### config.mk
export PLATFORM = sky130hd
export DESIGN_NAME = case7_vec_driver
export DESIGN_NICKNAME = d
export VERILOG_FILES = /design/src/rtl/case7_pkg.sv /design/src/rtl/case7_misr16.sv /design/src/rtl/case7_vec_driver.sv
export SDC_FILE = /design/constraint.sdc
export NUM_CORES = 1
export LEC_CHECK = 0
export BUFFER_PORTS_ARGS = -buffer_cell sky130_fd_sc_hd__buf_2
export CAP_MARGIN = 20
export CORE_UTILIZATION = 55
export DETAILED_ROUTE_END_ITERATION = 7
export GPL_TIMING_DRIVEN = 0
export PLACE_DENSITY = 0.92
export RECOVER_POWER = 100
export SLEW_MARGIN = 25
export SYNTH_ARGS = -nofsm -noshare
export SYNTH_HDL_FRONTEND = slang
export SYNTH_SLANG_ARGS = --single-unit
### constraint.sdc
create_clock -name clk -period 2.95 [get_ports clk]
set_clock_uncertainty 0.05 [all_clocks]
set_input_delay 0.295 -clock clk [delete_from_list [all_inputs] [get_ports clk]]
set_output_delay 0.295 -clock clk [all_outputs]
set_load 0.005 [all_outputs]
### src/rtl/case7_pkg.sv
// Shared constants and FSM encoding for the case7 exhaustive vector driver.
package case7_pkg;

  // MISR starts from all-zero so a fully quiet response signature stays zero.
  localparam logic [15:0] MISR_SEED = 16'h0000;
  // Feedback taps: bits 15, 13, 12 and 10.
  localparam logic [15:0] MISR_TAPS = 16'hB400;
  // 6-bit input space of the case7 logic.
  localparam int          NUM_VEC   = 64;

  typedef enum logic [2:0] {
    ST_IDLE,
    ST_APPLY,
    ST_WAIT,
    ST_SAMPLE,
    ST_DONE
  } state_t;

endpackage

### src/rtl/case7_misr16.sv
// 16-bit MISR compacting the three case7 response bits into a signature.
module case7_misr16
  import case7_pkg::*;
(
  input  logic        clk,
  input  logic        rst,
  input  logic        load,
  input  logic        shift,
  input  logic [2:0]  din,
  output logic [15:0] q
);

  logic fb;

  assign fb = ^(q & MISR_TAPS);

  // Seed on load, shift-and-fold on shift, otherwise hold.
  always_ff @(posedge clk or posedge rst) begin
    if (rst)        q <= MISR_SEED;
    else if (load)  q <= MISR_SEED;
    else if (shift) q <= {q[14:0], fb} ^ {13'b0, din};
  end

endmodule

### src/rtl/case7_vec_driver.sv
// Exhaustive stimulus driver for the case7 logic: walks all 64 input
// vectors, waits SETTLE_CYCLES per vector, and compacts y1..y3 into a MISR.
module case7_vec_driver
  import case7_pkg::*;
#(
  parameter int unsigned SETTLE_CYCLES = 1,
  parameter logic [15:0] EXP_SIG       = 16'h0000
) (
  input  logic        clk,
  input  logic        rst,
  input  logic        start,
  input  logic        abort,
  output logic        a,
  output logic        b,
  output logic        c,
  output logic        d,
  output logic        e,
  output logic        f,
  input  logic        y1,
  input  logic        y2,
  input  logic        y3,
  output logic        busy,
  output logic        done,
  output logic        pass,
  output logic [15:0] sig,
  output logic [5:0]  vec_cnt
);

  localparam int          SL          = (SETTLE_CYCLES > 0) ? int'(SETTLE_CYCLES) - 1 : 0;
  localparam logic [3:0]  SETTLE_LAST = 4'(SL);
  localparam logic [5:0]  LAST_VEC    = 6'(NUM_VEC - 1);

  state_t     state, nxt;
  logic [3:0] settle_cnt;
  logic       misr_load, misr_shift;

  // State register.
  always_ff @(posedge clk or posedge rst) begin
    if (rst) state <= ST_IDLE;
    else     state <= nxt;
  end

  // Next-state logic; abort outranks start only while a run is active.
  always_comb begin
    nxt = state;
    unique case (state)
      ST_IDLE, ST_DONE: begin
        if (start)      nxt = ST_APPLY;
        else if (abort) nxt = ST_IDLE;
      end
      ST_APPLY: begin
        if (abort)                    nxt = ST_IDLE;
        else if (SETTLE_CYCLES == 0)  nxt = ST_SAMPLE;
        else                          nxt = ST_WAIT;
      end
      ST_WAIT: begin
        if (abort)                           nxt = ST_IDLE;
        else if (settle_cnt == SETTLE_LAST)  nxt = ST_SAMPLE;
      end
      ST_SAMPLE: begin
        if (abort)                   nxt = ST_IDLE;
        else if (vec_cnt == LAST_VEC) nxt = ST_DONE;
        else                          nxt = ST_APPLY;
      end
      default: nxt = ST_IDLE;
    endcase
  end

  // Moore outputs plus MISR controls; an aborted SAMPLE must not fold.
  always_comb begin
    busy       = (state == ST_APPLY) || (state == ST_WAIT) || (state == ST_SAMPLE);
    done       = (state == ST_DONE);
    misr_load  = ((state == ST_IDLE) || (state == ST_DONE)) && start;
    misr_shift = (state == ST_SAMPLE) && !abort;
  end

  // Vector index: cleared on accept or abort, advanced after each sample.
  always_ff @(posedge clk or posedge rst) begin
    if (rst)                                   vec_cnt <= '0;
    else if (misr_load)                        vec_cnt <= '0;
    else if (busy && abort)                    vec_cnt <= '0;
    else if (misr_shift && vec_cnt != LAST_VEC) vec_cnt <= vec_cnt + 6'd1;
  end

  // Settle counter runs only while WAIT continues into another WAIT cycle.
  always_ff @(posedge clk or posedge rst) begin
    if (rst)                                   settle_cnt <= '0;
    else if (state == ST_WAIT && nxt == ST_WAIT) settle_cnt <= settle_cnt + 4'd1;
    else                                       settle_cnt <= '0;
  end

  case7_misr16 u_misr (
    .clk   (clk),
    .rst   (rst),
    .load  (misr_load),
    .shift (misr_shift),
    .din   ({y3, y2, y1}),
    .q     (sig)
  );

  // Stimulus is the vector counter register itself, so it is glitch-free.
  assign {a, b, c, d, e, f} = vec_cnt;
  assign pass = done && (sig == EXP_SIG);

endmodule

Word level (Yosys, flattened, before mapping). Index checks and enable logic that the tools add are counted.

Bits in registers: 29. Bits of input ports: 7. Output and inout bits: 31. Logic and storage cells: 45.

Add/subtract/negate cells: 2. Equal/unequal tests: 7. Mux-type cells: 14. Bitwise operators: 1. Reduce and logical (&&, ||, !) cells: 17.

Operators with widths (count): $mux W16 (2); $mux W3 (6); $mux W6 (3); $logic_not A16 Y1 (1); $reduce_xor A16 Y1 (1); $xor A16 B3 Y16 (1); $pmux W3 S4 (1); $eq A3 B2 Y1 const B (3); $add A6 B1 Y6 const B (1); $eq A6 B6 Y1 const B (1); $logic_and A1 B1 Y1 (6); $ne A6 B6 Y1 const B (1); $add A4 B1 Y4 const B (1); $logic_not A4 Y1 (1); $mux W4 (1); $eq A3 B1 Y1 const B (1); $eq A3 B3 Y1 const B (1); $logic_not A3 Y1 (1); $logic_or A1 B1 Y1 (3); $reduce_bool A3 Y1 (1); $mux W2 (1); $reduce_bool A2 Y1 (1); $reduce_or A2 Y1 (1); $logic_not A1 Y1 (1).

Depth between registers and ports, before layout.
Word-level depth: 7. Depth in mapped cells: 6. Gate-level depth less buffers: 6.

Modules after synthesis. Synthesis repeated with hierarchy kept, for this count alone.

Cells, all modules: 139. Area total of the unflattened synthesis: 1521.5 sq um.

By module, submodules not included: case7_vec_driver (times used 1, cells an instance 79, area an instance 800.8 sq um, sequential area each 325.3 sq um); case7_misr16 (times used 1, cells an instance 60, area an instance 720.7 sq um, sequential area each 400.4 sq um).

Worst setup path before layout. No wires, ideal clock.

Kind: reg-to-output. Start: reg u_misr.q[0]. End: out pass. Arrival: 1.225 ns. Data required time: 2.605 ns. Path slack: 1.380 ns. Cell stages (with the launch flop): 3. Buffers on the path: 0. Path through: dfrtp_1 or4_1 nor4_1.

Word-level cells in the longest chain between the ends: 2.

Ends and longest elaborated chain: start, declared (RTL line case7_misr16.sv:10) `output logic [15:0] q`; start signal, assigned (RTL line case7_misr16.sv:21) `else if (shift) q <= {q[14:0], fb} ^ {13'b0, din};`; $logic_not A16 Y1 (RTL line case7_vec_driver.sv:103) `assign pass = done && (sig == EXP_SIG);`; $logic_and A1 B1 Y1 (RTL line case7_vec_driver.sv:103); end, declared (RTL line case7_vec_driver.sv:24) `output logic pass,`.

No other way between the ends.

Worst setup path after layout. Same ends and word-level chain as after synthesis.

==> flow_summary.toml <==
[hold_path]
hold_start = "start"
worstHoldPathCells = 2
min_to = "state[2]"
hold_path.class = "in2reg"

[yosys]
synth_fp_nets = 163
syn_area_per_cell_sq_um = 9.65
yosysUniqueCellTypes = 33
synth_cells = 152
synth_edf_count = 0
synthFlopType = "dfrtp_1"
synth-seq-cells = 29
yosysWarnings = 0
synth_area_sq_mm = 0.00147
synth-seq-area-share_pct = 49.5
synthArstFlopShare_pct = 100

[cts]
cts_made_buffers = 5
cts-root-buf = "clkbuf_4"
cts.hold.buffers_added = 0
clk_pin_slew_ns = 0.09
h-tree-depth = 2
cts_setup_buffers = 0
cts_tree = "built"
max-clock-path-buffers = 2
cts_resized = 0
clock_latency_ns = 0.35
cts_sinks = 29

[cells_and_area]
num_antenna_cells = 0
fillers = 214
final_cell_mix = "32 x nand2_1, 29 x dfrtp_1, 26 x buf_2"
syn_to_final_growth_pct = 17.0
post-route-util_pct = 68.6
finalNetCount = 207
drive_gt1_share_pct = 20.8
fin_cells = 227
final_common_cell = "nand2_1"

[timing]
hold_violations = 0
fin_tns_setup_ns = 0
rsz0062_at_grt = "no"
drv_slew = 0
timing.hold.ws_ns = 0.117
fin_crit_ns = 2.09
setup_viol = 0
fmax_ghz = 0.479
min_period_over_period_pct = 70.8
maxSlewHeadroom_pct = 28.0
worst-slew-pin-transition_ns = 1.08

[route]
vias = 1261
wl_per_cell_um = 14.7
postRouteAntennaNets = 0
routed_wl_mm = 3.35
drc = 0
drt-initial-drc-count = 35
vias_per_cell = 5.56
first_pass_iters = 5

[floorplan]
die_h_um = 53.6
fp-row-count = 18
fp.dieW_um = 53.6
dieArea_sq_mm = 0.00288
ios = 38
start_util_pct = 58.7
core_sq_mm = 0.00250

[placed_design]
place_congestion = 0.880
dp_hpwl_mm = 2.42
io_buffers = 37
place_inst = 219

[worst_setup_path]
end_kind = "output port"
r2r-start = "state[0]"
cp_cell_sequence = "or4_1 > nor4_1 > clkbuf_1"
slowest_stage = "or4_1"
r2r-end = "u_misr.q[4]"
crit_path_max_fanout = 4
worstSetupPathType = "reg2out"
r2r_setup_slack_ns = 0.97
worst_ep_arrival_time_ns = 1.74
required_ns = 2.61
max_stage_delay_ns = 0.53
ff2ff_path_depth = 6
crit_path_start_kind = "flip-flop"

[pwr]
power_density_mw_per_mm2 = 592
power_mw = 1.02
leakage_nw = 0.861
vdd_drop_max_mv = 0.408

[global_routing]
grt_pass1_wl_mm = 5.28
grt_usage_pct = 26.9
grt_overflow = 0
grt_max_degree = 30
grt_pass1_vias = 1189
grt_antenna_before_repair = 0

[run_status]
run_status = "finished, final reports clean"

[run]
maxCapViolations = 0
-- critical path: cells and delay by family (launching register included) --
family	cells	cell delay (ns)
buffers and inverters	1	0.15
DFF	1	0.44
and+or+nand+nor	2	0.81
-- cell type report --
type                            instances  area [sq um]  area share (%)
Clock buffer                            7          65.1            3.79
Sequential cell                        29           726            42.3
Timing Repair Buffer                   37           169            9.85
Buffer                                 12          70.1            4.08
Multi-Input combinational cell        105           621            36.2
Clock inverter                          1          5.00           0.292
Tap cell                               30          37.5            2.19
Inverter                                6          22.5            1.31
-- stage by stage --
step                cell area (sq um)  setup slack (ns)
floorplan                        1470              1.38
global route                     1720             0.708
CTS                              1760             0.871
finish                           1720             0.863
global placement                 1690              1.27
detailed placement               1690              1.25
-- synthesized netlist by cell type, types with 2 or more instances --
cell / count / area [sq um]
buf_2: 4 / 20.0
nand3_1: 5 / 25.0
nor4_1: 2 / 12.5
a22o_1: 2 / 17.5
a21oi_1: 12 / 60.1
nor3_1: 3 / 15.0
and3_1: 3 / 18.8
ha_1: 4 / 50.1
inv_1: 6 / 22.5
mux2i_1: 2 / 20.0
nor2_1: 8 / 30.0
xnor2_1: 7 / 61.3
o21ai_1: 6 / 30.0
nand2_1: 32 / 120
or3b_1: 2 / 17.5
dfrtp_1: 29 / 726
buf_4: 7 / 52.6
xor2_1: 2 / 17.5
a211oi_1: 2 / 15.0
-- state kept, by name (all words and copies together) (netlist names) --
name / cells
settle_cnt: 4
state: 3
u_misr.q: 16
vec_cnt: 6
-- power by group --
part	switching (mW)	internal (mW)
clock network	0.144	0.138
logic	0.155	0.104
registers	0.0453	0.430
-- cell families after synthesis --
family	Yosys count	synth area share, %
flip-flops	29	49.5
adder cells (fa/ha/maj)	4	3.41
AND/OR/NAND/NOR	62	20.7
buffers and inverters	18	7.25
AO/OA/AOI/OAI	28	12.4
multiplexers	2	1.37
XOR/XNOR	9	5.38
-- worst max path at each step --
stage | from | endpoint | slack (ns)
finish | u_misr.q[0] | pass | 0.86
global route | u_misr.q[12] | pass | 0.71
CTS | u_misr.q[0] | pass | 0.87
detailed placement | u_misr.q[0] | pass | 1.25
global placement | u_misr.q[0] | pass | 1.27
floorplan | u_misr.q[0] | pass | 1.38
-- per-layer routing --
| metal | routed length (um) | global-route usage [%] | vias up |
|---|---|---|---|
| met2 | 1750 | 46.0 | 40 |
| met3 | 178 | 9.32 | 10 |
| met1 | 1340 | 30.2 | 616 |
| li1 | - | - | 595 |
| met5 | 0 | 0 | - |
| met4 | 79 | 11.8 | 0 |
No activity file was read; power rests on OpenSTA's default activity.
